--- config.mk ---
export PLATFORM = sky130hd
export DESIGN_NAME = sram_axi_bridge
export DESIGN_NICKNAME = d
export VERILOG_FILES = /design/src/rtl/sram_axi_bridge.sv
export SDC_FILE = /design/constraint.sdc
export NUM_CORES = 1
export LEC_CHECK = 0
export BUFFER_PORTS_ARGS = -buffer_cell sky130_fd_sc_hd__buf_2
export CAP_MARGIN = 5
export CORE_AREA = 4 4 164 166
export DETAILED_ROUTE_END_ITERATION = 12
export DIE_AREA = 0 0 168 170
export HOLD_SLACK_MARGIN = 0.02
export MAX_ROUTING_LAYER = met4
export PLACE_DENSITY_LB_ADDON = 0.12
export SKIP_CTS_REPAIR_TIMING = 1
export SYNTH_ARGS = -nofsm -noshare
export SYNTH_HDL_FRONTEND = slang
export SYNTH_SLANG_ARGS = --single-unit
--- constraint.sdc ---
create_clock -name clk -period 4.95 [get_ports clk]
set_input_delay 0.7425 -clock clk [delete_from_list [all_inputs] [get_ports clk]]
set_output_delay 0.7425 -clock clk [all_outputs]
set_load 0.02 [all_outputs]
--- src/rtl/sram_axi_bridge.sv ---
// rtl/sram_axi_bridge.sv - sram-like inst/data ports to single AXI3 master bridge
//
// Purpose: merges the core's instruction (read-only) and data sram-like ports
// into one AXI3 master. Up to two reads in flight (inst ID 0, data ID 1) plus
// one write. Data reads wait for any write to fully complete.
//
// Ports:
//   clk, resetn                 clock, synchronous active-low reset
//   inst_sram_* / data_sram_*   sram-like request/response ports
//   ar* / r*                    AXI read address / read data channels
//   aw* / w* / b*               AXI write address / write data / response channels

module sram_axi_bridge #(
    parameter int ID_W = 4
) (
    input  logic            clk,
    input  logic            resetn,
    input  logic            inst_sram_req,
    input  logic            inst_sram_wr,
    input  logic [1:0]      inst_sram_size,
    input  logic [3:0]      inst_sram_wstrb,
    input  logic [31:0]     inst_sram_addr,
    input  logic [31:0]     inst_sram_wdata,
    output logic            inst_sram_addr_ok,
    output logic            inst_sram_data_ok,
    output logic [31:0]     inst_sram_rdata,
    input  logic            data_sram_req,
    input  logic            data_sram_wr,
    input  logic [1:0]      data_sram_size,
    input  logic [3:0]      data_sram_wstrb,
    input  logic [31:0]     data_sram_addr,
    input  logic [31:0]     data_sram_wdata,
    output logic            data_sram_addr_ok,
    output logic            data_sram_data_ok,
    output logic [31:0]     data_sram_rdata,
    output logic [ID_W-1:0] arid,
    output logic [31:0]     araddr,
    output logic [7:0]      arlen,
    output logic [2:0]      arsize,
    output logic [1:0]      arburst,
    output logic [1:0]      arlock,
    output logic [3:0]      arcache,
    output logic [2:0]      arprot,
    output logic            arvalid,
    input  logic            arready,
    input  logic [ID_W-1:0] rid,
    input  logic [31:0]     rdata,
    input  logic [1:0]      rresp,
    input  logic            rlast,
    input  logic            rvalid,
    output logic            rready,
    output logic [ID_W-1:0] awid,
    output logic [31:0]     awaddr,
    output logic [7:0]      awlen,
    output logic [2:0]      awsize,
    output logic [1:0]      awburst,
    output logic [1:0]      awlock,
    output logic [3:0]      awcache,
    output logic [2:0]      awprot,
    output logic            awvalid,
    input  logic            awready,
    output logic [ID_W-1:0] wid,
    output logic [31:0]     wdata,
    output logic [3:0]      wstrb,
    output logic            wlast,
    output logic            wvalid,
    input  logic            wready,
    input  logic [ID_W-1:0] bid,
    input  logic [1:0]      bresp,
    input  logic            bvalid,
    output logic            bready
);
    localparam logic [ID_W-1:0] INST_ID = ID_W'(0);
    localparam logic [ID_W-1:0] DATA_ID = ID_W'(1);

    typedef enum logic {AR_IDLE, AR_SEND} ar_state_e;
    typedef enum logic [1:0] {W_IDLE, W_SEND, W_RESP} w_state_e;

    ar_state_e   ar_state_q, ar_state_d;
    logic        ar_data_q, ar_data_d;      // 1: AR in progress belongs to data port
    logic [31:0] araddr_q, araddr_d;
    logic [1:0]  arsize_q, arsize_d;
    logic        inst_out_q, inst_out_d;
    logic        data_out_q, data_out_d;
    w_state_e    w_state_q, w_state_d;
    logic        awvalid_q, awvalid_d;
    logic        wvalid_q, wvalid_d;
    logic [31:0] awaddr_q, awaddr_d;
    logic [1:0]  awsize_q, awsize_d;
    logic [31:0] wdata_q, wdata_d;
    logic [3:0]  wstrb_q, wstrb_d;
    logic        ready_q;                   // rready/bready: high every cycle out of reset

    logic r_inst, r_data, b_done;
    logic data_rd_elig, inst_rd_elig;
    logic data_rd_acc, inst_rd_acc, data_wr_acc;
    logic ar_hs;

    always_comb begin
        r_inst       = rvalid && ready_q && (rid == INST_ID);
        r_data       = rvalid && ready_q && (rid == DATA_ID);
        b_done       = (w_state_q == W_RESP) && bvalid && ready_q;
        // Data read must not overtake a pending write to the same memory.
        data_rd_elig = data_sram_req && !data_sram_wr && !data_out_q && (w_state_q == W_IDLE);
        inst_rd_elig = inst_sram_req && !inst_out_q;
        data_rd_acc  = resetn && (ar_state_q == AR_IDLE) && data_rd_elig;
        inst_rd_acc  = resetn && (ar_state_q == AR_IDLE) && inst_rd_elig && !data_rd_elig;
        // Write must not overtake a data read still in the AR phase or in flight.
        data_wr_acc  = resetn && (w_state_q == W_IDLE) && data_sram_req && data_sram_wr &&
                       !data_out_q && !((ar_state_q == AR_SEND) && ar_data_q);
        ar_hs        = (ar_state_q == AR_SEND) && arready;

        ar_state_d = ar_state_q;
        ar_data_d  = ar_data_q;
        araddr_d   = araddr_q;
        arsize_d   = arsize_q;
        inst_out_d = inst_out_q;
        data_out_d = data_out_q;
        if (r_inst) inst_out_d = 1'b0;
        if (r_data) data_out_d = 1'b0;

        case (ar_state_q)
            AR_IDLE: begin
                if (data_rd_acc) begin
                    ar_state_d = AR_SEND;
                    ar_data_d  = 1'b1;
                    araddr_d   = data_sram_addr;
                    arsize_d   = data_sram_size;
                end else if (inst_rd_acc) begin
                    ar_state_d = AR_SEND;
                    ar_data_d  = 1'b0;
                    araddr_d   = inst_sram_addr;
                    arsize_d   = inst_sram_size;
                end
            end
            default: begin
                if (ar_hs) begin
                    ar_state_d = AR_IDLE;
                    if (ar_data_q) data_out_d = 1'b1;
                    else           inst_out_d = 1'b1;
                end
            end
        endcase

        w_state_d = w_state_q;
        awvalid_d = awvalid_q;
        wvalid_d  = wvalid_q;
        awaddr_d  = awaddr_q;
        awsize_d  = awsize_q;
        wdata_d   = wdata_q;
        wstrb_d   = wstrb_q;
        case (w_state_q)
            W_IDLE: begin
                if (data_wr_acc) begin
                    w_state_d = W_SEND;
                    awvalid_d = 1'b1;
                    wvalid_d  = 1'b1;
                    awaddr_d  = data_sram_addr;
                    awsize_d  = data_sram_size;
                    wdata_d   = data_sram_wdata;
                    wstrb_d   = data_sram_wstrb;
                end
            end
            W_SEND: begin
                if (awready) awvalid_d = 1'b0;
                if (wready)  wvalid_d  = 1'b0;
                if ((!awvalid_q || awready) && (!wvalid_q || wready)) w_state_d = W_RESP;
            end
            default: begin
                if (b_done) w_state_d = W_IDLE;
            end
        endcase
    end

    always_ff @(posedge clk) begin
        if (!resetn) begin
            ar_state_q <= AR_IDLE;
            ar_data_q  <= 1'b0;
            araddr_q   <= '0;
            arsize_q   <= '0;
            inst_out_q <= 1'b0;
            data_out_q <= 1'b0;
            w_state_q  <= W_IDLE;
            awvalid_q  <= 1'b0;
            wvalid_q   <= 1'b0;
            awaddr_q   <= '0;
            awsize_q   <= '0;
            wdata_q    <= '0;
            wstrb_q    <= '0;
            ready_q    <= 1'b0;
        end else begin
            ar_state_q <= ar_state_d;
            ar_data_q  <= ar_data_d;
            araddr_q   <= araddr_d;
            arsize_q   <= arsize_d;
            inst_out_q <= inst_out_d;
            data_out_q <= data_out_d;
            w_state_q  <= w_state_d;
            awvalid_q  <= awvalid_d;
            wvalid_q   <= wvalid_d;
            awaddr_q   <= awaddr_d;
            awsize_q   <= awsize_d;
            wdata_q    <= wdata_d;
            wstrb_q    <= wstrb_d;
            ready_q    <= 1'b1;
        end
    end

    assign inst_sram_addr_ok = inst_rd_acc;
    assign data_sram_addr_ok = data_rd_acc || data_wr_acc;
    assign inst_sram_data_ok = r_inst;
    assign data_sram_data_ok = r_data || b_done;
    assign inst_sram_rdata   = rdata;
    assign data_sram_rdata   = rdata;

    assign arid    = ar_data_q ? DATA_ID : INST_ID;
    assign araddr  = araddr_q;
    assign arlen   = 8'd0;
    assign arsize  = {1'b0, arsize_q};
    assign arburst = 2'd1;
    assign arlock  = 2'd0;
    assign arcache = 4'd0;
    assign arprot  = 3'd0;
    assign arvalid = (ar_state_q == AR_SEND);
    assign rready  = ready_q;

    assign awid    = DATA_ID;
    assign awaddr  = awaddr_q;
    assign awlen   = 8'd0;
    assign awsize  = {1'b0, awsize_q};
    assign awburst = 2'd1;
    assign awlock  = 2'd0;
    assign awcache = 4'd0;
    assign awprot  = 3'd0;
    assign awvalid = awvalid_q;
    assign wid     = DATA_ID;
    assign wdata   = wdata_q;
    assign wstrb   = wstrb_q;
    assign wlast   = 1'b1;
    assign wvalid  = wvalid_q;
    assign bready  = ready_q;

    // Unused inputs: inst port is read-only; response codes, rlast and bid carry no information here.
    logic unused_ok;
    assign unused_ok = ^{inst_sram_wr, inst_sram_wstrb, inst_sram_wdata, rresp, rlast, bid, bresp};

endmodule

Yosys cells after proc, flatten, opt, wreduce, memory -nomap -nowiden. Cells that the tools add are included.

Flip-flop bits (word level): 113. Bits of input ports: 196. Output and inout bits: 230. Logic and storage cells: 93.

Equality and inequality tests: 7. Mux-type cells: 29. Bitwise logic cells: 1. Reduce and logical (&&, ||, !) cells: 42.

Operators by type and width (number): 2-to-1 mux 32 bit (2); logical AND 1 bit (21); 2-to-1 mux 1 bit (19); 2-to-1 mux 2 bit (5); AND reduction 3 bit (3); inequality test 2 bit, second input constant (4); zero test 1 bit (7); == test 4 x 1 -> 1 bit, second input constant (1); zero test 4 bit (1); logical OR 1 bit (4); one-hot mux 1 bit (2 select lines) (2); one-hot mux 2 bit (2 select lines) (1); AND reduction 2 bit (2); nonzero test 2 bit (2); nonzero test 3 bit (1); == test 2 x 1 -> 1 bit, second input constant (1); == test 2 bit, second input constant (1); zero test 2 bit (1); NOT 1 bit (1).

Longest topological paths before layout. Gate-level depths: netlist of the first run.

Word-level depth: 9. Mapped depth: 7. Depth with buffers taken out: 3.

Least setup slack after synthesis of the first run. No wires, ideal clock.

Kind: input to output. Start: input port resetn. End: output port data_sram_addr_ok. Data arrival time: 1.848 ns. Required time: 4.208 ns. Slack: 2.359 ns. Cell stages on the path: 4. Buffers on the path: 3. Path through: clkbuf_1 -> clkbuf_1 -> clkbuf_1 -> and3_1.

Cells in the longest elaborated chain, start to end: 6. Elaborated cells on any way between the ends: 8. Classes of those cells: reduce/logical: 8.

Ends and longest elaborated chain: start, declared (RTL line 17) `input logic resetn,`; logical AND 1 bit (4 in series) (RTL line 109) `data_wr_acc = resetn && (w_state_q == W_IDLE) && data_sram_req && data_sram_wr &&`; logical AND 1 bit (RTL line 110) `!data_out_q && !((ar_state_q == AR_SEND) && ar_data_q);`; logical OR 1 bit (*) (RTL line 210) `assign data_sram_addr_ok = data_rd_acc || data_wr_acc;`; end, declared (RTL line 33) `output logic data_sram_addr_ok,`.

Mark *: on every way between the ends. The rest lies on a longest branch, timed or not.

Worst setup path after layout of the first run. Ends and elaborated chain as after synthesis.

==> run_results.csv, run 1 <==
group,metric,value,unit
routing,drt-vias-per-instance,4.54,
setup_path,cp-start-kind,"primary input",
final_layout,finalInstanceArea,7090,um2
die,io_pins,426,
timing,slew_violations,0,
global_routing,grt_max_degree,74,
setup_path,crit_path_end_kind,"primary output",
clock_tree,cts.sinks,113,
timing,fin_crit,2.91,ns
die,die_h,170,um
timing,hold_viol,0,
logic_synthesis,ys_types,38,
final_layout,final_nets,1035,
logic_synthesis,synthFlopType,"dfxtp_1",
global_routing,grtUsageTotal,15.0,%
die,start_util,22.5,%
logic_synthesis,synth_cells,714,
timing,clock.fmax,343,MHz
routing,vias,5396,
die,die_x,168,um
setup_path,arrival,2.17,ns
die,coreArea,25600,um2
timing,finalSetupViolCount,0,
routing,routed_wl,21600,um
routing,wl_per_cell,18.2,um
timing,fin_setup_tns,0,ns
routing,drtIter0Drc,240,
logic_synthesis,yosys.area.top_type_share,39.3,%
timing,finalCritPeriodShare,58.8,%
logic_synthesis,async_flop_share,0,%
final_layout,mostFrequentLayoutCells,"buf_2, nand2_1, dfxtp_1",
placed_design,gp_congestion,0.721,
clock_tree,cts_root_buf,"clkbuf_16",
pwr,p_per_area,396,nW/um2
timing,rsz0062_at_grt,"no",
logic_synthesis,synth_edf_count,0,
routing,drc,0,
clock_tree,path_clk_slew,0.06,ns
routing,firstDrtPassIters,4,
pwr,worst_ir_drop_vdd,0.170,mV
global_routing,antenna_found_initial,2,
worst_hold_path,min_path_type,"reg -> reg",
global_routing,overflow,0,
setup_path,crit_type,"in -> out",
global_routing,grt_pass1_wl,32600,um
pwr,power.leakage,3.05,nW
routing,drtAntennaViolNets,0,
placed_design,hpwlAfterDp,14200,um
clock_tree,clkLatencyLatePin,0.41,ns
logic_synthesis,synth-warning-count,0,
logic_synthesis,syn_area,5750,um2
timing,fin_skew,0.0108,ns
clock_tree,clockBufferDepth,2,
clock_tree,htree_levels,4,
clock_tree,cts_made_buffers,17,
flow_run,cap_violations,0,
logic_synthesis,synth_seq_cells,113,
timing,slew_headroom,32.4,%
logic_synthesis,yosysTopAreaCell,"dfxtp_1",
placed_design,place_area,6480,um2
logic_synthesis,ys_seq_area_share,39.3,%
timing,worst_pin_slew,1.01,ns
run_status,status,"completed",
final_layout,layout-drive-gt1-share,35.7,%
die,dieArea,28600,um2
logic_synthesis,syn_area_per_cell,8.06,um2
setup_path,critPathRequiredTime,4.21,ns
global_routing,grt_pass1_vias,5431,
final_layout,syn_to_final_growth,23.2,%
die,fp-row-count,59,
setup_path,cp_max_fo,73,
clock_tree,cts_tree,"yes",
final_layout,layout_commonest_cell,"buf_2",
logic_synthesis,synth_area_leaders,"dfxtp_1, buf_4, nand2_1, nand4_1, o21ai_0",
placed_design,io_buffers,231,
[cell type report]
type                    instances  area, um2
diodes                          2       5.00
clock buffers                  18        439
clock inverters                13        164
fillers                      2837      18500
inverters                       2       7.51
multi-input cells             463       2540
flip-flops and latches        113       2260
well taps                     335        419
repair buffers                242       1240
[Yosys cell counts, types with 3 or more instances]
cell      instances
a211oi_1         22
a21oi_1           6
a311oi_1         12
a31oi_1          23
buf_2             3
buf_4           118
clkbuf_1         61
dfxtp_1         113
mux2_2           22
nand2_1         125
nand3_1          23
nand4_1          70
nor3_1           13
o21ai_0          72
[report_power, final]
| group | switching (mW) | leakage, nW | internal (mW) |
|---|---|---|---|
| Sequential | 0.0537 | 0.930 | 0.983 |
| Clock | 0.473 | 0.280 | 0.802 |
| Combinational | 0.336 | 1.84 | 0.160 |
[stage by stage]
stage	power [mW]	setup slack, ns	cells	hold slack (ns)	utilization [%]
after global routing	2.95	1.89	1188	0.465	27.7
after detailed placement	1.56	1.92	1155	0.448	25.3
after floorplan	1.46	2.36	764	0.463	-
after CTS	2.86	2.00	1186	0.456	27.7
final	2.81	2.04	1188	0.454	27.7
after global placement	1.56	1.90	1155	0.445	25.3
[final timing paths]
kind / startpoint / end / slack [ns] / cells after the start
worst max register to register: w_state_q[1] / araddr[5] / 2.63 / 4
worst max-delay path: resetn / data_sram_addr_ok / 2.04 / 4
worst min register to register: awaddr[22] / awaddr[22] / 0.45 / 2
worst min-delay path: awaddr[22] / awaddr[22] / 0.45 / 2
[sequential cells by signal, indices dropped and copies added, names as in the netlist]
signal / flops
araddr: 32
awaddr: 32
wdata: 32
wstrb: 4
arsize_q: 2
awsize_q: 2
w_state_q: 2
ar_data_q: 1
arvalid: 1
awvalid: 1
bready: 1
data_out_q: 1
inst_out_q: 1
wvalid: 1
[kinds of logic after synthesis]
kind of cell	after synthesis	share of synthesized area, %
muxes	22	4.31
AOI/OAI and AO/OA	140	14.6
DFF	113	39.3
and+or+nand+nor	249	21.3
other	2	0.131
buffers and inverters	188	20.3
[metal layers]
metal / GRT usage [%] / share of wire (%) / vias to the layer above
li1: - / - / 2623
met1: 18.4 / 45 / 2544
met3: 4.44 / 7.3 / 34
met4: 4.09 / 1.6 / 0
met2: 24.2 / 47 / 195
met5: - / 0 / -
[worst max-delay path, stage by stage]
cell and delay (ns):
buf_6 0.32, buf_4 0.66, and3_1 0.26, buf_2 0.16
(Power assumes the default switching activity.)
==> run 2, diff against run 1 <==
ABC_AREA = 1   (was default)
CORE_AREA = 4 4 162 164   (was 4 4 164 166)
DIE_AREA = 0 0 166 168   (was 0 0 168 170)
clock period = 2.5 ns   (was 4.95 ns; I/O delays follow)
==> run_results.csv, run 2 <==
group,metric,value,unit
global_routing,grtUsageTotal,14.5,%
setup_path,ff2ff_setup_slack,0.62,ns
final_layout,syn_to_final_growth,24.1,%
timing,fin_setup_tns,0,ns
logic_synthesis,synth_cells,793,
routing,route.met3.wl,1240,um
pwr,power.share.switching,29.5,%
clock_tree,clockBufferDepth,2,
final_layout,layout-drive-gt1-share,30.4,%
timing,finalCritPeriodShare,83.9,%
routing,wl_per_cell,15.8,um
die,die_h,168,um
setup_path,cp_max_fo,35,
logic_synthesis,syn_area,5660,um2
routing,drtIter0Drc,217,
global_routing,overflow,0,
die,fp-row-count,58,
logic_synthesis,async_flop_share,0,%
timing,rsz0062_at_grt,"no",
final_layout,fill_cells,2851,
worst_hold_path,min_path_type,"in -> reg",
timing,slew_violations,0,
placed_design,gp_congestion,0.764,
logic_synthesis,yosys.area.top_type_share,40.0,%
clock_tree,htree_levels,4,
setup_path,crit_path_end_kind,"primary output",
timing,worst_pin_slew,0.714,ns
clock_tree,path_clk_slew,0.06,ns
die,start_util,22.7,%
pwr,worst_ir_drop_vdd,0.346,mV
global_routing,grt_pass1_wl,30400,um
routing,wl_met2,9180,um
setup_path,crit_type,"reg -> out",
final_layout,layout_commonest_cell,"buf_2",
clock_tree,cts.sinks,113,
clock_tree,clkLatencyLatePin,0.42,ns
die,io_pins,426,
die,dieArea,27900,um2
logic_synthesis,syn_area_per_cell,7.13,um2
routing,routed_wl,20300,um
pwr,power_frac_comb,15.9,%
pwr,p_int,3.90,mW
logic_synthesis,yosysTopAreaCell,"dfxtp_1",
logic_synthesis,synth_seq_cells,113,
pwr,clkPwrFrac,48.5,%
global_routing,antenna_found_initial,0,
clock_tree,cts_made_buffers,17,
flow_run,cap_violations,0,
logic_synthesis,ys_seq_area_share,40.0,%
pwr,power.leakage,3.50,nW
global_routing,grt_max_degree,56,
routing,drt-vias-per-instance,4.06,
routing,top_layer,"met4",
setup_path,r2r_start,"w_state_q[0]",
logic_synthesis,synth_area_leaders,"dfxtp_1, buf_4, nor2_1, nand2_1, o21ai_1",
timing,slew_headroom,52.4,%
global_routing,grt_pass1_vias,5011,
run_status,status,"completed",
setup_path,rr_worst_depth,7,
routing,firstDrtPassIters,4,
setup_path,critPathRequiredTime,2.12,ns
pwr,p_seq_share,35.6,%
pwr,p_switching,1.63,mW
routing,drtAntennaViolNets,0,
setup_path,r2r-end,"awaddr[27]",
logic_synthesis,ys_types,24,
logic_synthesis,synthFlopType,"dfxtp_1",
routing,vias,5214,
final_layout,final_nets,1137,
die,coreArea,24900,um2
logic_synthesis,synth_edf_count,0,
timing,finalSetupViolCount,0,
logic_synthesis,synth.most_common_cell,"nor2_1",
pwr,p_per_area,787,nW/um2
worst_hold_path,min_to,"wstrb[0]",
worst_hold_path,worstHoldStart,"data_sram_wstrb[0]",
logic_synthesis,synth-warning-count,0,
timing,fin_skew,0.00896,ns
placed_design,io_buffers,231,
logic_synthesis,synth_commonest_cells,"nor2_1, buf_4, dfxtp_1",
placed_design,hpwlAfterDp,13800,um
final_layout,mostFrequentLayoutCells,"buf_2, nor2_1, dfxtp_1",
routing,drc,0,
worst_hold_path,min_delay_path_depth,3,
timing,clock.fmax,477,MHz
timing,hold_viol,0,
final_layout,num_antenna_cells,0,
die,die_x,166,um
timing,fin_crit,2.10,ns
setup_path,cp-start-kind,"flop",
clock_tree,cts_tree,"yes",
pwr,report.power.total,5.53,mW
setup_path,arrival,1.72,ns
clock_tree,cts_root_buf,"clkbuf_16",
routing,drt-met1-wl,9390,um
==> run 2: final cells by class <==
| cell class | instances | area (um2) | area share, % |
|---|---|---|---|
| clock buffer | 18 | 439 | 6.26 |
| clock inverter | 14 | 203 | 2.89 |
| inverter | 51 | 191 | 2.73 |
| multi-input combinational | 514 | 2250 | 32.0 |
| sequential | 113 | 2260 | 32.2 |
| tap | 330 | 413 | 5.88 |
| timing repair buffer | 244 | 1270 | 18.0 |
==> run 2: worst max-delay path by stage <==
stage | end | depth (start not counted) | start | slack [ns]
global route | inst_sram_addr_ok | 4 | w_state_q[1] | 0.29
global placement | wdata[19] | 9 | data_sram_req | 0.53
detailed placement | ar_data_q | 5 | resetn | 0.52
floorplan | inst_sram_addr_ok | 6 | arvalid | 0.78
finish | inst_sram_addr_ok | 4 | w_state_q[0] | 0.40
CTS | inst_sram_addr_ok | 4 | w_state_q[0] | 0.35
==> run 2: through the flow <==
| stage | instances | cell area (um2) | util (%) | hold slack [ns] | setup WS, ns |
|---|---|---|---|---|---|
| 3_5_place_dp | 1252 | 6380 | 25.6 | 0.466 | 0.518 |
| 5_1_grt | 1284 | 7020 | 28.2 | 0.182 | 0.290 |
| 3_3_place_gp | 1252 | 6380 | 25.6 | 0.459 | 0.526 |
| 2_1_floorplan | 843 | 5840 | - | 0.403 | 0.778 |
| 6_report | 1284 | 7020 | 28.2 | 0.196 | 0.403 |
| 4_1_cts | 1284 | 7020 | 28.2 | 0.175 | 0.353 |
==> run 2: cell families (layout without fill, tap and decap cells) <==
logic type             after synthesis  count (layout)  share of synthesized area, %
other                                2              52                         0.133
flip-flops                         113             113                          40.0
AND/OR/NAND/NOR                    368             368                          27.5
AO/OA/AOI/OAI                       94              94                          8.45
buffers and inverters              216             327                          23.9
==> run 2: routing by layer <==
metal | vias up | GRT usage (%)
met4 | 0 | 5.24
li1 | 2644 | -
met5 | - | -
met2 | 189 | 22.6
met1 | 2349 | 17.8
met3 | 32 | 4.53
==> run 2: critical path, cell delays in order (launching register included) <==
cell,delay (ns)
dfxtp_1,0.36
nor2_4,0.16
buf_4,0.43
a21oi_1,0.15
buf_2,0.19
==> run 2: power by group through the flow <==
stage	sequential [mW]	combinational, mW	clock [mW]
2_1_floorplan	2.13	0.635	0
3_3_place_gp	2.01	0.892	0
3_5_place_dp	2.01	0.890	0
4_1_cts	1.97	0.892	2.78
5_1_grt	1.98	0.967	2.85
6_report	1.97	0.877	2.68
